===== config.mk =====
export PLATFORM = sky130hd
export DESIGN_NAME = tlb_op_unit
export DESIGN_NICKNAME = d
export VERILOG_FILES = /design/src/rtl/tlb_op_unit.sv
export SDC_FILE = /design/constraint.sdc
export NUM_CORES = 1
export LEC_CHECK = 0
export ABC_AREA = 1
export CAP_MARGIN = 20
export CORE_AREA = 2 2 195 197
export CTS_CLUSTER_SIZE = 24
export DETAILED_ROUTE_END_ITERATION = 6
export DIE_AREA = 0 0 197 199
export PLACE_DENSITY = 0.67
export SYNTH_ARGS = -nofsm -noshare
export SYNTH_HDL_FRONTEND = slang
export SYNTH_SLANG_ARGS = --single-unit
export TNS_END_PERCENT = 50

===== constraint.sdc =====
create_clock -name clk -period 11.8 [get_ports clk]
set_input_delay 1.18 -clock clk [delete_from_list [all_inputs] [get_ports clk]]
set_output_delay 1.18 -clock clk [all_outputs]
set_load 0.01 [all_outputs]

===== src/rtl/tlb_op_unit.sv =====
// Sequencer for TLB maintenance ops (SRCH/RD/WR/FILL/INV): accept, one EXEC cycle
// against the TLB ports, then a done pulse with registered search/read results.
module tlb_op_unit #(
  parameter int TLBNUM = 16,
  parameter int IDXW   = $clog2(TLBNUM)
) (
  input  logic            clk,
  input  logic            resetn,
  input  logic            op_valid,
  input  logic [2:0]      op_code,
  output logic            op_ready,
  input  logic [4:0]      inv_op,
  input  logic [9:0]      inv_asid,
  input  logic [18:0]     inv_vppn,
  input  logic [IDXW-1:0] csr_index,
  input  logic            csr_ne,
  input  logic [5:0]      csr_ecode,
  input  logic [88:0]     csr_entry,
  input  logic [18:0]     mem_s1_vppn,
  input  logic            mem_s1_va_bit12,
  input  logic [9:0]      mem_s1_asid,
  output logic [18:0]     tlb_s1_vppn,
  output logic            tlb_s1_va_bit12,
  output logic [9:0]      tlb_s1_asid,
  input  logic            tlb_s1_found,
  input  logic [IDXW-1:0] tlb_s1_index,
  output logic            tlb_we,
  output logic [IDXW-1:0] tlb_w_index,
  output logic [88:0]     tlb_w_entry,
  output logic [IDXW-1:0] tlb_r_index,
  input  logic [88:0]     tlb_r_entry,
  output logic            tlb_inv_valid,
  output logic [4:0]      tlb_inv_op,
  output logic            done,
  output logic            res_found,
  output logic [IDXW-1:0] res_index,
  output logic [88:0]     res_entry
);

  localparam logic [2:0] OP_SRCH = 3'd0;
  localparam logic [2:0] OP_RD   = 3'd1;
  localparam logic [2:0] OP_WR   = 3'd2;
  localparam logic [2:0] OP_FILL = 3'd3;
  localparam logic [2:0] OP_INV  = 3'd4;

  typedef enum logic [1:0] {IDLE, EXEC, DONE} state_t;

  state_t          state;
  logic [IDXW-1:0] fill_cnt;

  logic [2:0]      op_q;
  logic [4:0]      inv_op_q;
  logic [9:0]      inv_asid_q;
  logic [18:0]     inv_vppn_q;
  logic [IDXW-1:0] index_q;
  logic            ne_q;
  logic [5:0]      ecode_q;
  logic [87:0]     entry_q;
  logic [IDXW-1:0] cnt_q;

  logic exec, is_srch, is_rd, is_wr, is_fill, is_inv, wr_e;
  logic unused;

  // The e bit of the incoming image is recomputed from ecode/ne on writes.
  assign unused = csr_entry[88];

  assign op_ready = (state == IDLE);
  assign exec     = (state == EXEC);
  assign is_srch  = (op_q == OP_SRCH);
  assign is_rd    = (op_q == OP_RD);
  assign is_wr    = (op_q == OP_WR);
  assign is_fill  = (op_q == OP_FILL);
  assign is_inv   = (op_q == OP_INV);
  assign wr_e     = (ecode_q == 6'h3F) | ~ne_q;

  // Control state, fill counter and result registers
  always_ff @(posedge clk or negedge resetn) begin
    if (!resetn) begin
      state     <= IDLE;
      fill_cnt  <= '0;
      done      <= 1'b0;
      res_found <= 1'b0;
      res_index <= '0;
      res_entry <= '0;
    end else begin
      fill_cnt <= (fill_cnt == IDXW'(TLBNUM - 1)) ? '0 : fill_cnt + 1'b1;
      case (state)
        IDLE: begin
          done <= 1'b0;
          if (op_valid) state <= EXEC;
        end
        EXEC: begin
          state <= DONE;
          done  <= 1'b1;
          if (is_srch) begin
            res_found <= tlb_s1_found;
            res_index <= tlb_s1_index;
          end else if (is_rd) begin
            res_found <= tlb_r_entry[88];
            res_entry <= tlb_r_entry[88] ? tlb_r_entry : '0;
          end
        end
        DONE: begin
          state <= IDLE;
          done  <= 1'b0;
        end
        default: begin
          state <= IDLE;
          done  <= 1'b0;
        end
      endcase
    end
  end

  // Request capture on acceptance; data only, no reset needed
  always_ff @(posedge clk) begin
    if (op_ready && op_valid) begin
      op_q       <= op_code;
      inv_op_q   <= inv_op;
      inv_asid_q <= inv_asid;
      inv_vppn_q <= inv_vppn;
      index_q    <= csr_index;
      ne_q       <= csr_ne;
      ecode_q    <= csr_ecode;
      entry_q    <= csr_entry[87:0];
      cnt_q      <= fill_cnt;
    end
  end

  // Search port 1 is borrowed only during EXEC; otherwise the MEM stage owns it.
  always_comb begin
    tlb_s1_vppn     = mem_s1_vppn;
    tlb_s1_va_bit12 = mem_s1_va_bit12;
    tlb_s1_asid     = mem_s1_asid;
    if (exec) begin
      tlb_s1_va_bit12 = 1'b0;
      if (is_inv) begin
        tlb_s1_vppn = inv_vppn_q;
        tlb_s1_asid = inv_asid_q;
      end else begin
        tlb_s1_vppn = entry_q[87:69];
        tlb_s1_asid = entry_q[62:53];
      end
    end
  end

  assign tlb_we        = exec && (is_wr || is_fill);
  assign tlb_w_index   = is_fill ? cnt_q : index_q;
  assign tlb_w_entry   = {wr_e, entry_q};
  assign tlb_r_index   = index_q;
  assign tlb_inv_valid = exec && is_inv && (inv_op_q <= 5'd6);
  assign tlb_inv_op    = inv_op_q;

endmodule

# Yosys cells after proc, flatten, opt, wreduce, memory -nomap -nowiden
# Index checks and enable logic that the tools add are counted.
[totals]
in_bits = 264
regBits = 241
wordCells = 52
output_inout_bits = 230
[op_classes]
n_mux = 13
order_cmp = 1
n_bitwise = 3
n_eq_ne = 8
addsub = 1
n_reduce_logical = 11
[op_table]
columns = ["op", "n"]
rows = [
  ["89-bit 2-to-1 mux", 1],
  ["19-bit 2-to-1 mux", 2],
  ["10-bit 2-to-1 mux", 2],
  ["4-bit 2-to-1 mux", 2],
  ["3-bit by 2-bit == test with 1-bit output (second input constant)", 2],
  ["6-bit == test (second input constant)", 1],
  ["5-bit by 3-bit less-or-equal comparator with 1-bit output (second input constant)", 1],
  ["4-bit by 1-bit adder with 4-bit output (second input constant)", 1],
  ["4-bit == test (second input constant)", 1],
  ["1-bit logical AND", 4],
  ["1-bit 2-to-1 mux", 4],
  ["2-bit case mux with 2 select lines", 1],
  ["2-bit AND reduction", 2],
  ["3-bit by 1-bit == test with 1-bit output (second input constant)", 1],
  ["3-bit == test (second input constant)", 1],
  ["3-bit zero test", 1],
  ["3-bit AND reduction", 1],
  ["2-bit by 1-bit == test with 1-bit output (second input constant)", 1],
  ["2-bit zero test", 1],
  ["2-bit 2-to-1 mux", 1],
  ["2-bit inequality test (second input constant)", 1],
  ["1-bit inverter", 2],
  ["2-bit nonzero test", 1],
  ["1-bit logical OR", 1],
  ["1-bit bitwise OR", 1],
]

# Longest topological paths before layout
# Gate-level depths: netlist (run 1).
[depth]
ltp_word = 3
ltp_mapped = 8
depth_no_buf = 6

# Worst setup path before layout (run 1)
# No wires, ideal clock.
[synth_timing]
path_kind = "in2reg"
startpoint = "input port op_valid"
endpoint = "register cnt_q[0] (enable)"
path_buffers = 0
path_slack_ns = -0.221
stages = 1
t_arrival_ns = 11.182
setup_ns = 0.839
required_ns = 10.961
path_cell_list = "nor3b_1"
[synth_between]
elab_chain_cells = 1
[synth_lines]
columns = ["item", "line_no", "text"]
rows = [
  ["start, declared", "9", "input logic op_valid,"],
  ["1-bit logical AND", "117", "if (op_ready && op_valid) begin"],
  ["end signal, assigned", "126", "cnt_q <= fill_cnt;"],
  ["end, declared", "59", "logic [IDXW-1:0] cnt_q;"],
]
# No other way between the ends.
# A chain may end at the register's enable or synchronous reset.

# Final worst setup path (run 1)
[layout_timing]
startpoint = "register op_q[1]"
endpoint = "output port tlb_s1_asid[1]"
[layout_between]
elab_chain_cells = 3
[layout_lines]
columns = ["item", "line_no", "text"]
rows = [
  ["start, declared", "51", "logic [2:0] op_q;"],
  ["start signal, assigned", "118", "op_q <= op_code;"],
  ["3-bit == test", "73", "assign is_inv = (op_q == OP_INV);"],
  ["10-bit 2-to-1 mux", "137", "if (is_inv) begin"],
  ["10-bit 2-to-1 mux", "135", "if (exec) begin"],
  ["end, declared", "24", "output logic [9:0] tlb_s1_asid,"],
]
# No other way between the ends.

==> results of run 1 <==
## worst min path at each step
| stage | slack [ns] | endpoint | cells past startpoint |
|---|---|---|---|
| after CTS | 0.47 | res_entry[15] | 2 |
| after global routing | 0.49 | res_entry[62] | 2 |
| after detailed placement | 0.46 | res_entry[15] | 2 |
| after floorplan | 0.45 | cnt_q[1] | 0 |
| final | 0.47 | res_entry[15] | 2 |
| after global placement | 0.45 | res_entry[56] | 2 |
## worst reg2reg max path, delay by kind of cell, from the launching register on
| kind | cells | cell delay (ns) |
|---|---|---|
| simple gates | 5 | 1.95 |
| flops | 1 | 0.47 |
| buf+inv | 2 | 0.86 |
## cells in the mapped netlist
| library cell | number |
|---|---|
| dfrtp_1 | 101 |
| nor3_1 | 2 |
| buf_6 | 1 |
| inv_1 | 71 |
| nor2_1 | 8 |
| a31o_2 | 1 |
| buf_4 | 1 |
| nand3b_1 | 88 |
| buf_2 | 18 |
| edfxtp_1 | 140 |
| nand3_1 | 64 |
| nand2_2 | 2 |
| xor2_1 | 1 |
| nor3b_1 | 2 |
| ha_1 | 1 |
| buf_1 | 1 |
| clkbuf_1 | 33 |
| o21ai_0 | 7 |
| nand4_1 | 1 |
| nand2_1 | 378 |
| and3_1 | 1 |
| nor2_4 | 2 |
## cell families (layout without fill, tap and decap cells)
| logic type | count (synthesis) | in the layout | share of synthesized area [%] |
|---|---|---|---|
| buf+inv | 125 | 623 | 5.13 |
| flops | 241 | 241 | 68.7 |
| fa+ha+maj | 1 | 1 | 0.128 |
| xor+xnor | 1 | 1 | 0.0894 |
| simple gates | 548 | 548 | 25.5 |
| compound gates | 8 | 8 | 0.447 |
| other cells | 0 | 3 | 0 |
## state kept, by name, summed over array words and instances, names as in the netlist, 2 cells and up
register / cells
cnt_q: 4
ecode_q: 6
entry_q: 88
fill_cnt: 4
inv_asid_q: 10
inv_vppn_q: 19
op_q: 3
res_entry: 89
res_index: 4
state: 2
tlb_inv_op: 5
tlb_r_index: 4
## power groups by stage
stage               Clock [mW]  Sequential, mW  Combinational (mW)
floorplan                    0            1.27               0.194
global placement             0            1.18               0.803
detailed placement           0            1.19               0.811
CTS                      0.882            1.17               0.814
global route             0.919            1.19               0.866
finish                   0.861            1.17               0.800
## through the flow
step           setup WS (ns)  cells  total power [mW]  cell area [µm²]  hold WS (ns)
5_1_grt                 7.36   1896              2.98            16100         0.489
2_1_floorplan           4.74    924              1.46             9810         0.451
4_1_cts                 7.45   1896              2.87            16100         0.472
3_3_place_gp            7.93   1845              1.98            15200         0.452
6_report                7.54   1899              2.83            16100         0.467
3_5_place_dp            7.91   1845              2.00            15200         0.458
## cells in the final DEF, fill, tap and decap left out
cell type / netlist / final
bufinv_16: 0 / 3
nor3b_1: 2 / 1
nand3b_1: 88 / 88
clkbuf_16: 0 / 29
nor3b_4: 0 / 1
dfrtp_1: 101 / 101
clkbuf_1: 33 / 5
a31o_2: 1 / 1
nand2_2: 2 / 1
nand4_1: 1 / 1
nand3_1: 64 / 64
edfxtp_1: 140 / 140
clkinv_2: 0 / 5
buf_2: 18 / 1
nor2_4: 2 / 3
buf_4: 1 / 10
ha_1: 1 / 1
nor2_1: 8 / 6
clkinv_1: 0 / 6
nor3_1: 2 / 2
nor2_2: 0 / 1
nand2_4: 0 / 1
and3_1: 1 / 1
clkinvlp_4: 0 / 3
inv_1: 71 / 71
xor2_1: 1 / 1
diode_2: 0 / 3
clkdlybuf4s50_1: 0 / 490
o21ai_0: 7 / 7
nand2_1: 378 / 378
## layer usage
| layer | track usage, % | wire [µm] | vias to the layer above |
|---|---|---|---|
| met1 | 18.3 | 12400 | 3799 |
| met3 | 5.12 | 3160 | 58 |
| met4 | 6.13 | 1180 | 0 |
| met2 | 29.0 | 16800 | 378 |
| li1 | - | - | 3953 |
| met5 | 0 | 0 | - |
## layout make-up
| cell class | count | share of cell area (%) |
|---|---|---|
| Antenna cell | 3 | 0.0467 |
| Inverter | 71 | 1.66 |
| Sequential cell | 241 | 41.9 |
| Multi-Input combinational cell | 558 | 16.1 |
| Tap cell | 474 | 3.69 |
| Clock buffer | 34 | 4.63 |
| Timing Repair Buffer | 501 | 31.0 |
| Clock inverter | 17 | 0.996 |
==> flow_summary.yaml, run 1 <==
worst_setup_path:
  cp_max_fo: 33
  crit_cells: 7
  critPathArrivalTime_ns: 3.08
  end_kind: "output port"
  path_class: "reg -> out"
  worstSetupStartpointType: "flop"
  cpPeakStageDelay_ns: 0.71
  critPathCapture: "tlb_s1_asid[1]"
  critPathTopFamily: "simple AND/OR/NAND/NOR gates"
  critPathLaunch: "op_q[1]"
  r2r_slack_ns: 8.40
  path_buf_inv: 2
  reg2reg_depth: 7
  crit_top_cell: "nand2_1"
  cp.required_ns: 10.62
  reg2reg_to: "res_entry[74]"
  cp_slowest_cell: "nor2_4"
  critical_path.cell_chain: "nor2_4, nand2_1, buf_4, nand2_1, nand3_1, nand2_1, clkdlybuf4s50_1"
  reg2reg_from: "state[1]"
sta:
  hold_viol_final: 0
  max_slew_margin_pct: 29.2
  grt_setup_unrepaired: "false"
  fmax_mhz: 235
  fin_skew_ns: 0.0165
  min_period_ns: 4.26
  slew_viol_final: 0
  fin_crit_sh_pct: 36.1
  final-setup-viol-count: 0
  tightest_slew_ns: 1.06
  fin_tns_setup_ns: 0
pwr:
  clock_power_share_pct: 30.4
  combPwrFrac_pct: 28.2
  p_seq_share_pct: 41.4
  power.density_nw_per_um2: 176
  peakVddDrop_mv: 0.124
  switching_share_pct: 28.1
  internal-power_mw: 2.04
  p_switching_mw: 0.795
  p_leak_nw: 6.82
die:
  io_pins: 494
  die_height_um: 199
  initial_core_util_pct: 26.4
  design.die.area_um2: 39200
  die_w_um: 197
  core-area_um2: 37100
  num_rows: 71
worst_hold_path:
  min_path_type: "reg -> reg"
  min_from: "res_entry[15]"
yosys:
  yosys_warnings: 0
  synth_nets: 1189
  syn_avg_cell_area_um2: 10.6
  ys_ff_latch: 241
  syn_inst: 924
  synth_cell_types: 22
  synth_area_leader_cell: "edfxtp_1"
  synth_seq_area_share_pct: 68.7
  synth_top_area_share_pct: 42.9
  synthTopCellsByArea: "edfxtp_1 (43%), dfrtp_1 (26%), nand2_1 (14%)"
  syn_area_um2: 9800
routing:
  postRouteAntennaNets: 0
  drt-initial-drc-count: 276
  drtPass1Iterations: 4
  via_per_inst: 4.31
  dr_total_vias: 8188
  drt-total-wl_um: 33600
  drc_errors: 0
  avgRoutedWirePerCell_um: 17.7
placed_design:
  dp_hpwl_um: 24000
  port_buffers: 492
  gp_congestion: 0.779
clock_network:
  clock-sinks: 241
  clockBufferDepth: 3
  cts_buffers: 28
  htreeDepth: 1
  clk_latency_ns: 0.55
  cts_root_buffer: "clkbuf_16"
  clkTransAtPathRegs_ns: 0.06
  cts_tree: "done"
  post_cts_buffers: 0
  cts_resized: 0
  ctsHoldBuffers: 0
final_layout:
  fill_cells: 3490
  syn_to_final_growth_pct: 64.1
  postLayoutCoreUtil_pct: 43.3
  ff_latch_area_um2: 6730
  drive_above_1_share_pct: 4.15
  final_net_count: 1666
  multi_input_area_um2: 2590
global_routing:
  antenna_found_initial: 2
  grt_pass1_vias: 8187
  grt_usage_pct: 16.3
  grt_pass1_wl_um: 48700
  grt_max_degree: 92
  gr-total-overflow: 0
run_status:
  status: "finished, final reports clean"
job:
  maxCapViolCount: 0
No activity file was read; power rests on OpenSTA's default activity.
==> run 2: changes to the inputs <==
==> constraint.sdc (replaced) <==
create_clock -name clk -period 3.9 [get_ports clk]
set_input_delay 0.39 -clock clk [delete_from_list [all_inputs] [get_ports clk]]
set_output_delay 0.39 -clock clk [all_outputs]
set_load 0.01 [all_outputs]
==> run 2 against run 1 <==
  * Non-clock buffer count grew 2
  * Total power grew to 3.0 times the previous value
  * Hold slack got worse by 0.073 ns
  * Global-route usage fell by 0.36 points
  * Combinational power rose to 3.0 times the previous value
  * Via count up 0.54%
  * Die area did not move
  * Clock power increased to 2.8 times the previous value
  * Cell area is 0.11% lower
  * Register-to-register slack got worse by 7.1 ns
  * Critical path type unchanged
  * Critical endpoint is now tlb_s1_vppn[12]
  * Largest cell class unchanged
  * Largest power group unchanged
  * Highest routed layer unchanged
==> flow_summary.yaml, run 2 (same netlist as run 1, synthesis figures left out) <==
run_status:
  status: "finished, final reports clean"
worst_setup_path:
  cpPeakStageDelay_ns: 0.55
  critPathLaunch: "op_q[1]"
  cp.required_ns: 3.51
  reg2reg_to: "res_index[0]"
  critPathCapture: "tlb_s1_vppn[12]"
  path_class: "reg -> out"
  crit_top_cell: "nand2_1"
  cp_max_fo: 16
  cp_slowest_cell: "clkdlybuf4s50_1"
  r2r_slack_ns: 1.34
  worstSetupStartpointType: "flop"
  critical_path.cell_chain: "nor2_2, nand2_1, buf_8, nand2_1, nand3_1, nand2_1, clkdlybuf4s50_1"
  reg2reg_from: "state[1]"
  end_kind: "output port"
  critPathArrivalTime_ns: 2.78
  reg2reg_depth: 7
sta:
  max_slew_margin_pct: 32.9
  min_period_ns: 3.17
  grt_setup_unrepaired: "false"
  fin_crit_sh_pct: 81.3
  fmax_mhz: 315
  final-setup-viol-count: 0
  hold_viol_final: 0
  fin_skew_ns: 0.0236
  slew_viol_final: 0
  fin_ws_ns: 0.728
  tightest_slew_ns: 1.01
placed_design:
  place_inst: 1846
  dp_hpwl_um: 24000
  dp_worst_setup_slack_ns: 1.23
  gp_congestion: 0.776
  port_buffers: 492
routing:
  postRouteAntennaNets: 0
  drt-total-wl_um: 33000
  drtPass1Iterations: 5
  via_per_inst: 4.34
  drt-initial-drc-count: 249
  dr_total_vias: 8232
  drc_errors: 0
  avgRoutedWirePerCell_um: 17.4
die:
  die_w_um: 197
  core-area_um2: 37100
  design.die.area_um2: 39200
  num_rows: 71
  initial_core_util_pct: 26.4
  io_pins: 494
  die_height_um: 199
pwr:
  power.density_nw_per_um2: 524
  p_leak_nw: 6.82
  peakVddDrop_mv: 0.361
global_routing:
  grt_usage_pct: 15.9
  gr-total-overflow: 0
  grt_max_degree: 141
  grt_pass1_vias: 8255
  grtUsageMet1_pct: 16.9
  grt_pass1_wl_um: 48000
  grt.met2_usage_pct: 28.8
  use_met3_pct: 5.70
  antenna_found_initial: 0
  top_usage_layer: "met2"
clock_network:
  clockBufferDepth: 3
  clkTransAtPathRegs_ns: 0.06
  cts_tree: "done"
  cts_buffers: 27
  cts_resized: 0
  cts_root_buffer: "clkbuf_16"
  clk_latency_ns: 0.54
  post_cts_buffers: 0
  clock-sinks: 241
  htreeDepth: 1
  ctsHoldBuffers: 1
final_layout:
  layout_commonest_cell: "clkdlybuf4s50_1"
  mostFrequentLayoutCells: "clkdlybuf4s50_1 (490), nand2_1 (378), edfxtp_1 (140)"
  largestRegisters: "res_entry: 89 flops, entry_q: 88 flops, inv_vppn_q: 19 flops"
  final_net_count: 1667
  largest_register_ffs: 89
  drive_above_1_share_pct: 4.29
  syn_to_final_growth_pct: 63.9
  fill_cells: 3539
  postLayoutCoreUtil_pct: 43.3
  stdcell_count: 1897
  regMostFlops: "res_entry"
job:
  maxCapViolCount: 0
worst_hold_path:
  min_path_type: "in -> reg"
run 2: cell count changes in the layout (fill, tap and decap cells not counted), moves of 2 or more:
cell / delta
buf_4: -2
clkbuf_1: +2
diode_2: -2
buf_12: +2
clkinv_1: -5
bufinv_16: -3
clkbuf_8: +6
clkinvlp_4: -3
run 2: area by class of cell:
cell class                      count  area [µm²]  area share (%)
Antenna cell                        1        2.50          0.0156
Clock buffer                       41         810            5.04
Clock inverter                      8        42.5           0.265
Inverter                           71         267            1.66
Multi-Input combinational cell    558        2580            16.1
Sequential cell                   241        6730            41.9
Tap cell                          474         593            3.69
Timing Repair Buffer              503        5030            31.3
run 2: worst min path at each step:
stage               endpoint  slack [ns]          start  depth (start not counted)
2_1_floorplan           done        0.09         resetn                          0
3_3_place_gp   res_entry[58]        0.45  res_entry[58]                          2
3_5_place_dp   res_entry[24]        0.46  res_entry[24]                          2
4_1_cts          entry_q[58]        0.36  csr_entry[58]                          1
5_1_grt        inv_asid_q[2]        0.37    inv_asid[2]                          1
6_report       inv_vppn_q[8]        0.39    inv_vppn[8]                          1
run 2: layer usage:
layer / wire (µm) / vias to the layer above
li1: - / 3953
met2: 16600 / 399
met5: 0 / -
met4: 1200 / 0
met3: 3450 / 59
met1: 11700 / 3821
run 2: through the flow:
stage | setup TNS (ns) | instance area [µm²] | total power [mW] | hold slack (ns)
3_3_place_gp | 0 | 15200 | 5.99 | 0.452
4_1_cts | 0 | 16100 | 8.53 | 0.358
3_5_place_dp | 0 | 15200 | 6.04 | 0.457
6_report | 0 | 16100 | 8.41 | 0.395
5_1_grt | 0 | 16100 | 8.83 | 0.373
2_1_floorplan | -82.01 | 9810 | 4.41 | 0.0944
run 2: worst max-delay path: cells and delay by family (launching register included):
family                 cells  cell delay (ns)
buffers and inverters      2             0.88
AND/OR/NAND/NOR            5             0.86
flip-flops                 1             0.48
run 2: report_power, final:
| group | switching, mW | total [mW] | internal, mW |
|---|---|---|---|
| sequential | 0.275 | 3.55 | 3.28 |
| clock | 1.02 | 2.44 | 1.42 |
| combinational | 1.07 | 2.42 | 1.34 |
